**config.mk**
```make
export PLATFORM = sky130hd
export DESIGN_NAME = branch_cond_unit
export DESIGN_NICKNAME = d
export VERILOG_FILES = /design/src/rtl/branch_cond_unit.sv
export SDC_FILE = /design/constraint.sdc
export NUM_CORES = 1
export LEC_CHECK = 0
export CAP_MARGIN = 20
export CORE_MARGIN = 10
export CORE_UTILIZATION = 35
export CTS_CLUSTER_SIZE = 20
export DETAILED_ROUTE_END_ITERATION = 7
export GPL_TIMING_DRIVEN = 1
export PLACE_DENSITY = 0.66
export SLEW_MARGIN = 20
export SYNTH_ARGS = -nofsm -noshare
export SYNTH_HDL_FRONTEND = slang
export SYNTH_SLANG_ARGS = --single-unit
```
**constraint.sdc**
```tcl
create_clock -name clk -period 1.95 [get_ports clk]
set_input_delay 0.2925 -clock clk [delete_from_list [all_inputs] [get_ports clk]]
set_output_delay 0.2925 -clock clk [all_outputs]
set_load 0.03 [all_outputs]
```
**src/rtl/branch_cond_unit.sv**
```systemverilog
// Branch condition unit: captures an operand and a condition code on request,
// evaluates the condition one cycle later and holds the registered decision
// until the control unit acknowledges it. Dropped requests raise a sticky
// overrun flag; taken decisions are counted with saturation.
//
// Handshake: a request is con_in=1 sampled on a rising edge while the unit
// can accept it (IDLE, or DONE together with ack=1). The result is offered
// with valid=1 and held stable until ack=1 is sampled in DONE. A request seen
// while busy and not simultaneously retiring the current result is dropped.
module branch_cond_unit #(
  parameter int WIDTH = 32,
  parameter int CNT_W = 8
) (
  input  logic             clk,
  input  logic             clr,
  input  logic             con_in,
  input  logic [2:0]       ir_cc,
  input  logic [WIDTH-1:0] bus,
  input  logic             ack,
  output logic             con_out,
  output logic             valid,
  output logic             busy,
  output logic             overrun,
  output logic [CNT_W-1:0] taken_cnt
);

  typedef enum logic [1:0] {
    IDLE = 2'd0,
    EVAL = 2'd1,
    DONE = 2'd2
  } state_t;

  // state_q is the FSM state register; it is the signal to probe for state.
  state_t state_q;
  state_t state_d;

  logic [WIDTH-1:0] cap_bus;
  logic [2:0]       cap_cc;
  logic             capture;
  logic             drop;
  logic             cond_hit;
  logic             op_zero;
  logic             op_neg;

  localparam logic [CNT_W-1:0] CNT_ONE = CNT_W'(1);
  localparam logic [CNT_W-1:0] CNT_MAX = '1;

  // State register, cleared asynchronously.
  always_ff @(posedge clk or posedge clr) begin
    if (clr) state_q <= IDLE;
    else     state_q <= state_d;
  end

  // Next-state logic: EVAL always lasts one cycle; DONE retires on ack.
  always_comb begin
    state_d = state_q;
    case (state_q)
      IDLE:    if (con_in) state_d = EVAL;
      EVAL:    state_d = DONE;
      DONE:    if (ack) state_d = con_in ? EVAL : IDLE;
      default: state_d = IDLE;
    endcase
  end

  // Output decode plus request accept/drop qualification from the state.
  always_comb begin
    busy    = (state_q == EVAL) || (state_q == DONE);
    capture = con_in && ((state_q == IDLE) || ((state_q == DONE) && ack));
    drop    = con_in && ((state_q == EVAL) || ((state_q == DONE) && !ack));
  end

  // Condition evaluation on the captured operand only, never the live bus.
  always_comb begin
    op_zero  = (cap_bus == '0);
    op_neg   = cap_bus[WIDTH-1];
    cond_hit = 1'b0;
    case (cap_cc)
      3'b000:  cond_hit = op_zero;
      3'b001:  cond_hit = !op_zero;
      3'b010:  cond_hit = !op_neg;
      3'b011:  cond_hit = op_neg;
      3'b100:  cond_hit = !op_neg && !op_zero;
      3'b101:  cond_hit = op_neg || op_zero;
      3'b110:  cond_hit = 1'b1;
      default: cond_hit = 1'b0;
    endcase
  end

  // Capture registers, result register, valid, sticky overrun and counter.
  always_ff @(posedge clk or posedge clr) begin
    if (clr) begin
      cap_bus   <= '0;
      cap_cc    <= '0;
      con_out   <= 1'b0;
      valid     <= 1'b0;
      overrun   <= 1'b0;
      taken_cnt <= '0;
    end else begin
      if (capture) begin
        cap_bus <= bus;
        cap_cc  <= ir_cc;
      end
      if (state_q == EVAL) begin
        con_out <= cond_hit;
        valid   <= 1'b1;
        if (cond_hit && (taken_cnt != CNT_MAX)) taken_cnt <= taken_cnt + CNT_ONE;
      end else if ((state_q == DONE) && ack) begin
        valid <= 1'b0;
      end
      if (drop) overrun <= 1'b1;
    end
  end

endmodule

```
# Word level (Yosys, flattened, before mapping)
# Index checks and enable logic that the tools add are counted.
[word_totals]
regBits = 48
input_bits = 39
out_inout_bits = 12
word_cells = 45
[classes]
n_addsub = 1
eq_ne = 11
n_mux = 7
n_reduce_logical = 19
[op_table]
columns = ["op", "count"]
rows = [
  ["logical NOT 32 bit", 1],
  ["equality test 3 bit (second input constant)", 3],
  ["adder 8 x 1 -> 8 bit (second input constant)", 1],
  ["!= test 8 bit (second input constant)", 1],
  ["case mux 1 bit (7 select lines)", 1],
  ["equality test 3 x 2 -> 1 bit (second input constant)", 2],
  ["logical AND 1 bit", 6],
  ["case mux 2 bit (3 select lines)", 1],
  ["logical OR 1 bit", 4],
  ["2-to-1 mux 2 bit", 2],
  ["!= test 2 bit (second input constant)", 2],
  ["AND reduction 2 bit", 2],
  ["equality test 3 x 1 -> 1 bit (second input constant)", 1],
  ["logical NOT 1 bit", 3],
  ["logical NOT 3 bit", 1],
  ["2-to-1 mux 1 bit", 3],
  ["equality test 2 x 1 -> 1 bit (second input constant)", 1],
  ["equality test 2 bit (second input constant)", 1],
  ["logical NOT 2 bit", 1],
  ["nonzero test 2 bit", 1],
]

# Logic depth before layout (Yosys ltp)
# Gate-level depths: netlist of the first run.
[depth]
word_depth = 6
ltp_mapped = 7
ltp_nobuf = 6

# Worst setup path after synthesis of the first run
# No wires, ideal clock.
[synth_path]
path_type = "register -> register"
start = "reg taken_cnt[0]"
end = "reg taken_cnt[1]"
setup_ns = 0.125
t_arrival_ns = 1.908
required_ns = 1.825
path_slack_ns = -0.083
path_stages_with_launch = 7
n_path_buf = 0
synth_period_minus_slack_ns = 2.033
cell_sequence = "dfrtp_1 ha_1 nand4_1 o21ai_0 a211oi_1 nor2_2 mux2_4"
[synth_between]
elab_chain_len = 3
elab_cells_between_ends = 4
cone_classes = "add/sub: 1; eq/ne: 1; reduce/logical: 2"
[synth_lines]
columns = ["element", "line", "source"]
rows = [
  ["start, declared", "24", "output logic [CNT_W-1:0] taken_cnt"],
  ["start signal, assigned", "106", "if (cond_hit && (taken_cnt != CNT_MAX)) taken_cnt <= taken_cnt + CNT_ONE;"],
  ["parallel branches: the longest is 3 deep, another holds adder 8 x 1 -> 8 bit", "-", ""],
]
# Several ways; the timed one is not identified.
# A chain may end at the register's enable or synchronous reset.

# Worst setup path in the final report of the first run
[layout_path]
start = "reg cap_cc[1]"
end = "reg taken_cnt[1]"
[layout_between]
elab_chain_len = 4
elab_cells_between_ends = 10
cone_classes = "eq/ne: 6; mux: 1; reduce/logical: 3"
[layout_lines]
columns = ["element", "line", "source"]
rows = [
  ["start, declared", "38", "logic [2:0] cap_cc;"],
  ["start signal, assigned", "101", "cap_cc <= ir_cc;"],
  ["equality test 3 bit, or another cell as far along", "77", "case (cap_cc)"],
  ["case mux 1 bit (7 select lines) *", "77", ""],
  ["logical AND 1 bit *", "106", ""],
  ["AND reduction 2 bit (no line) *", "-", ""],
]
# Every way passes the cells marked *; elsewhere a longest branch is shown, timed or not.

==> impl_metrics.tcl, run 1 <==
set metrics [dict create \
    outcome "complete, but fails checks" \
    violations "setup timing" \
    critPathArrivalTime_ns 2.14 \
    cts.htree.levels 2 \
    layout-area-overhead-vs-synth_pct 40.2 \
    fraction_of_power_spent_switching_nets 0.339 \
    slew_headroom 0.657 \
    synth_top_flop_cell "dfrtp_1" \
    synth-seq-cells 48 \
    global_route.usage.total 0.0946 \
    irDropWorstVdd_mv 0.660 \
    asr_flop_ratio_synth 1.00 \
    finalCriticalPeriod_ns 1.96 \
    cts_num_sinks 48 \
    post_route_cells_drive_above_1_share 0.328 \
    number_of_distinct_library_cell_variants_in_the_gate_level_netlist_after_synthesis 34 \
    grt_pass1_wl_mm 7.80 \
    synthAdderAreaFrac 0.0290 \
    first_iter_violations 39 \
    reg2reg_from "cap_cc[1]" \
    final-max-slew-violation-count 0 \
    finalNetCount 275 \
    power.share.combinational 0.413 \
    num_io_pins 51 \
    critPathSlowestCell "dfrtp_1" \
    total_switching_power_mw 1.39 \
    synth_sequential_area_ratio 0.556 \
    antennaDiodeCount 0 \
    post_layout_worst_setup_margin_ns -0.00816 \
    finalClockSkew_ns 0.00542 \
    crit_fanout 7 \
    drt.antenna.violating_nets 0 \
    syn_avg_cell_area_um2 13.3 \
    cts.reportedPaths.clkPinSlew_ns 0.09 \
    final_hold_viol_count 0 \
    hold_path_class "input port to async pin" \
    fillerInstances 554 \
    setup.worst_path.class "flip-flop to flip-flop" \
    clock_insertion_delay_at_the_later_pin_of_the_skew_report_ns 0.29 \
    fin_crit_sh 1.00 \
    floorplan.initialDensity 0.363 \
    post_synth_xor_area_fraction 0.0203 \
    detailed_place_hpwl_mm 3.46 \
    yosys-mux-area-fraction 0.200 \
    timing.reg2reg.worst_path_depth 6 \
    coreArea_um2 5960 \
    endpoints_failing_setup 1 \
    share_seq_of_total_power 0.438 \
    worstSetupEndpoint "taken_cnt[1]" \
    die_y_um 98.6 \
    wl_per_cell_um 14.7 \
    cp_cell_sequence "and3b_1, or3_4, a2111oi_4, buf_4, nor2_2, mux2_4" \
    layout.core_utilization 0.509 \
    cts_tree "yes" \
    cp-start-kind "flip-flop" \
    crit-reg2reg-capture "taken_cnt[1]" \
    clk_path_buf_depth 2 \
    main_combinational_cell_family_by_area_after_synthesis "multiplexers" \
    die_width_um 98.6 \
    p_int_mw 2.71 \
    synth_compound_area_frac 0.0741 \
    critical_path.endpoint_type "flip-flop" \
    grt_antenna_before_repair 0 \
    clockPowerShare 0.149 \
    design.die.area_um2 9720 \
    final-seq-area_um2 1200 \
    slowest_delay_ns 0.43 \
    routability_congestion_estimate 0.780 \
    routed-via-count 1493 \
    grt_remaining_overflow 0 \
    mappedNetlistNets 207 \
    cts.hold.buffers_added 0 \
    row_count 28 \
    mean_number_of_vias_per_cell 4.86 \
    ff2ff_setup_slack_ns -0.008 \
    timing_limited_maximum_frequency_mhz 511 \
    netlist_area_um2 2160 \
    cap_viol_max_count 0 \
    drt_drc_violations_left 0 \
    drt-total-wl_mm 4.51 \
    leakage_power_summed_over_all_cells_nw 1.23 \
    startpoint "cap_cc[1]" \
    hold_slack_ns 0.348 \
    detailedRoute.firstPassIterationCount 4 \
    power.density_cell_area_nw_per_um2 1350 \
    grt_start_max_net_pins 36 \
    grt_setup_unrepaired "true" \
    timing_worst_slew_pin_value_ns 0.513 \
    cts.root.buffer_cell "clkbuf_8" \
    synth.yosys.warnings 0 \
    grt_pass1_vias 1667 \
    synth_edf_count 0 \
    timing.critical_path.required_ns 2.13 \
    buffer_ports.inserted 50 \
    synthCells 163 \
    share_of_synthesized_cell_area_in_and_or_nand_and_nor_gates 0.104 \
    area_occupied_by_multi_input_gates_um2 982 \
    cts_inserted_buffers 5 \
]
[layout make-up]
cell class | count | area share
Sequential cell | 48 | 0.396
Multi-Input combinational cell | 105 | 0.324
Timing Repair Buffer | 64 | 0.208
Tap cell | 75 | 0.0310
Clock buffer | 6 | 0.0273
Inverter | 7 | 0.00867
Clock inverter | 2 | 0.00495
[sequential cells by signal (all words and copies together), names as in the netlist]
name,flops
overrun,1
state_q,2
con_out,1
cap_cc,3
cap_bus,32
valid,1
taken_cnt,8
[cell families (layout without fill, tap and decap cells)]
| kind of cell | count (synthesis) | count (layout) |
|---|---|---|
| buffers and inverters | 10 | 79 |
| and+or+nand+nor | 36 | 36 |
| muxes | 38 | 38 |
| AOI/OAI and AO/OA | 21 | 21 |
| DFF | 48 | 48 |
| adders and majority gates | 5 | 5 |
| xor gates and xnor gates | 5 | 5 |
[synth_stat cells, drive strengths merged (3+ instances only)]
cell     n  area share
o21ai   10       0.023
inv      7       0.012
mux2    38        0.20
xnor2    5       0.020
nand4    4       0.012
and4     3       0.012
nand3    4      0.0093
nand2    5      0.0087
nor4     8       0.023
dfrtp   48        0.56
clkbuf   3      0.0052
nor2     3      0.0064
ha       5       0.029
[metrics by stage]
stage	setup WS (ns)	area, um2	TNS, ns	total power [mW]	std cells
2_1_floorplan	-0.0449	2160	-1.35	2.82	163
3_3_place_gp	0.00153	2880	0	3.41	298
3_5_place_dp	-0.0390	2880	-0.0451	3.46	298
4_1_cts	-0.00945	2990	-0.00945	4.10	306
5_1_grt	-0.104	3030	-0.213	4.41	307
6_report	-0.00816	3030	-0.00816	4.09	307
[power by group through the flow]
stage / Clock (mW) / Sequential, mW / Combinational (mW)
after floorplan: 0 / 1.82 / 0.998
after global placement: 0 / 1.75 / 1.67
after detailed placement: 0 / 1.76 / 1.69
after CTS: 0.639 / 1.76 / 1.70
after global routing: 0.683 / 1.87 / 1.85
final: 0.609 / 1.79 / 1.69
[routing by layer]
metal,global-route usage,up-vias,part of all wire
met5,0,-,0
met4,0.0232,0,0.0047
met3,0.0342,2,0.060
met2,0.162,30,0.51
met1,0.109,723,0.43
li1,-,738,-
[cells in the final DEF, fill, tap and decap left out, drive strengths merged]
cell           count
a2111oi            1
a211oi             1
a21boi             1
a21o               1
a31oi              1
a32o               1
a41oi              1
and2               1
and2b              1
and3               1
and3b              1
and4               3
buf               14
clkbuf             6
clkdlybuf4s50     49
clkinvlp           2
dfrtp             48
dlygate4sd2        1
ha                 5
inv                7
mux2              38
nand2              5
nand2b             1
nand3              4
nand4              4
nor2               3
nor2b              2
nor4               8
o2111ai            1
o21ai             10
o21bai             2
o221a              1
or3                1
or3b               1
xnor2              5
[worst max-delay path, delay by kind of cell (launching register included)]
| kind | cells | cell delay, ns |
|---|---|---|
| buffers and inverters | 1 | 0.19 |
| AND/OR/NAND/NOR | 3 | 0.64 |
| AO/OA/AOI/OAI | 1 | 0.28 |
| flip-flops | 1 | 0.43 |
| multiplexers | 1 | 0.30 |
[repair_timing]
action                                  CTS  global route
buffers inserted                          0             1
endpoints found under the setup margin    7             8
gates resized for setup                   4             7
[how the worst min path moves through the flow]
stage,end,start,depth (start not counted)
floorplan,overrun,con_in,2
global placement,overrun,overrun,1
detailed placement,overrun,overrun,1
CTS,cap_bus[6],clr,2
global route,cap_bus[6],clr,2
finish,cap_bus[6],clr,2
No activity file was read; power rests on OpenSTA's default activity.
==> inputs of run 2 (changes only) <==
- CAP_MARGIN: 20 -> 15
- SLEW_MARGIN: 20 -> 10
==> results of run 2 <==
No change in the layout: final DEF, timing and power equal those of run 1.
==> inputs of run 3 (changes only) <==
- PLACE_DENSITY: 0.66 -> 0.64
- clock period: 1.95 -> 2.3 ns (I/O delays scaled with it)
==> run 3 against run 2 <==
Effect of this change: the flow now finishes without violations; combinational power shrank 22%; cell count is 3.6% lower; setup slack gained 0.22 ns; critical endpoint unchanged.
==> impl_metrics.tcl, run 3 (synthesized netlist as in run 1, its figures left out) <==
set metrics [dict create \
    outcome "finished clean" \
    mean_number_of_vias_per_cell 4.93 \
    final-max-slew-violation-count 0 \
    post_cts_repair_setup_buffers 0 \
    mostFrequentLayoutCell "clkdlybuf4s50_1" \
    global_route.usage.total 0.0937 \
    reg2reg_from "taken_cnt[0]" \
    setup.worst_path.class "flip-flop to flip-flop" \
    grt_pass1_vias 1564 \
    timing.reg2reg.worst_path_depth 6 \
    most-common-layout-cells "clkdlybuf4s50_1, dfrtp_1, mux2_2" \
    final_hold_viol_count 0 \
    fin_crit_sh 0.909 \
    cts.hold.buffers_added 0 \
    coreArea_um2 5960 \
    finish.instance_area_um2 2910 \
    detailed_place.area_um2 2790 \
    finalPower_mw 3.44 \
    ff2ff_setup_slack_ns 0.21 \
    finalNonFillerCells 296 \
    clock_insertion_delay_at_the_later_pin_of_the_skew_report_ns 0.30 \
    post_cts_resized 0 \
    layout_top_registers "cap_bus (32), taken_cnt (8), cap_cc (3)" \
    cts_inserted_buffers 5 \
    timing.critical_path.required_ns 2.49 \
    timing_worst_slew_pin_value_ns 0.591 \
    timing_limited_maximum_frequency_mhz 479 \
    drt-total-wl_mm 4.30 \
    crit-reg2reg-capture "taken_cnt[1]" \
    fin_tns_setup_ns 0 \
    grt_start_max_net_pins 49 \
    routability_congestion_estimate 0.768 \
    design.die.area_um2 9720 \
    hold_path_end "overrun" \
    buffer_ports.inserted 50 \
    floorplan.initialDensity 0.363 \
    wl_per_cell_um 14.5 \
    cts_num_sinks 48 \
    cts.reportedPaths.clkPinSlew_ns 0.09 \
    irDropWorstVdd_mv 0.506 \
    placed_cells 288 \
    first_iter_violations 34 \
    cts.root.buffer_cell "clkbuf_8" \
    drt_drc_violations_left 0 \
    finalClockSkew_ns 0.00613 \
    post_route_cells_drive_above_1_share 0.258 \
    routed-via-count 1459 \
    drt.antenna.violating_nets 0 \
    leakage_power_summed_over_all_cells_nw 1.18 \
    num_io_pins 51 \
    fillerInstances 572 \
    largest_register_ffs 32 \
    worst_hold_path.num_cells 1 \
    die_y_um 98.6 \
    slew_headroom 0.606 \
    grt_setup_unrepaired "false" \
    row_count 28 \
    critPathArrivalTime_ns 2.28 \
    critical_path.endpoint_type "flip-flop" \
    largest_register "cap_bus" \
    die_width_um 98.6 \
    clk_path_buf_depth 2 \
    cap_viol_max_count 0 \
    finalCriticalPeriod_ns 2.09 \
    post_layout_worst_setup_margin_ns 0.210 \
    power.density_cell_area_nw_per_um2 1180 \
    grt_antenna_before_repair 0 \
    hold_path_class "flip-flop to flip-flop" \
    crit_fanout 5 \
    holdCritStartpoint "overrun" \
    grt_remaining_overflow 0 \
    cp-start-kind "flip-flop" \
    cts.htree.levels 2 \
    detailed_place_hpwl_mm 3.35 \
    antennaDiodeCount 0 \
    cts_tree "yes" \
    grt_pass1_wl_mm 7.62 \
    dpl_worst_slack_ns 0.197 \
    finalNetCount 264 \
    endpoints_failing_setup 0 \
    layout-area-overhead-vs-synth_pct 34.7 \
    detailedRoute.firstPassIterationCount 4 \
]
==> run 3: cell types whose count changed in the layout (fill, tap and decap cells not counted), sizes merged <==
cell | previous run | this run
buf | 14 | 3
clkinvlp | 2 | 0
bufinv | 0 | 1
clkdlybuf4s50 | 49 | 50
clkinv | 0 | 1
dlygate4sd2 | 1 | 0
==> run 3: per-layer routing <==
metal,vias up,track usage,wire [um]
met3,7,0.0412,331
li1,715,-,-
met4,0,0.0265,53
met5,-,0,0
met2,31,0.148,2120
met1,706,0.113,1800
==> run 3: per-stage QoR <==
step | util | hold slack (ns)
2_1_floorplan | - | 0.480
3_3_place_gp | 0.468 | 0.448
3_5_place_dp | 0.468 | 0.458
4_1_cts | 0.489 | 0.480
5_1_grt | 0.489 | 0.509
6_report | 0.489 | 0.477
==> run 3: how the worst max path moves through the flow <==
stage / start / to / slack [ns]
final: taken_cnt[0] / taken_cnt[1] / 0.21
after global routing: state_q[1] / taken_cnt[1] / 0.001
after CTS: state_q[1] / taken_cnt[1] / 0.17
after detailed placement: state_q[1] / taken_cnt[1] / 0.20
after global placement: state_q[1] / taken_cnt[1] / 0.30
after floorplan: taken_cnt[0] / taken_cnt[1] / 0.27
==> run 3: area by class of cell <==
class | count | area (um2) | share of cell area
sequential | 48 | 1200 | 0.413
multi-input combinational | 105 | 933 | 0.321
timing repair buffer | 53 | 536 | 0.184
tap | 75 | 93.8 | 0.0322
clock buffer | 6 | 82.6 | 0.0284
clock inverter | 2 | 38.8 | 0.0133
inverter | 7 | 26.3 | 0.00902
==> run 3: report_power, final <==
group	leakage, nW	switching, mW	internal (mW)
clock network	0.0614	0.282	0.356
registers	0.572	0.263	1.23
logic	0.548	0.563	0.746
==> run 3: worst max-delay path, stage by stage (launching register included) <==
cell and delay, ns:
dfrtp_1 0.45, ha_1 0.25, nand4_1 0.14, o21ai_0 0.19, a211oi_1 0.52, nor2_2 0.12, mux2_4 0.31
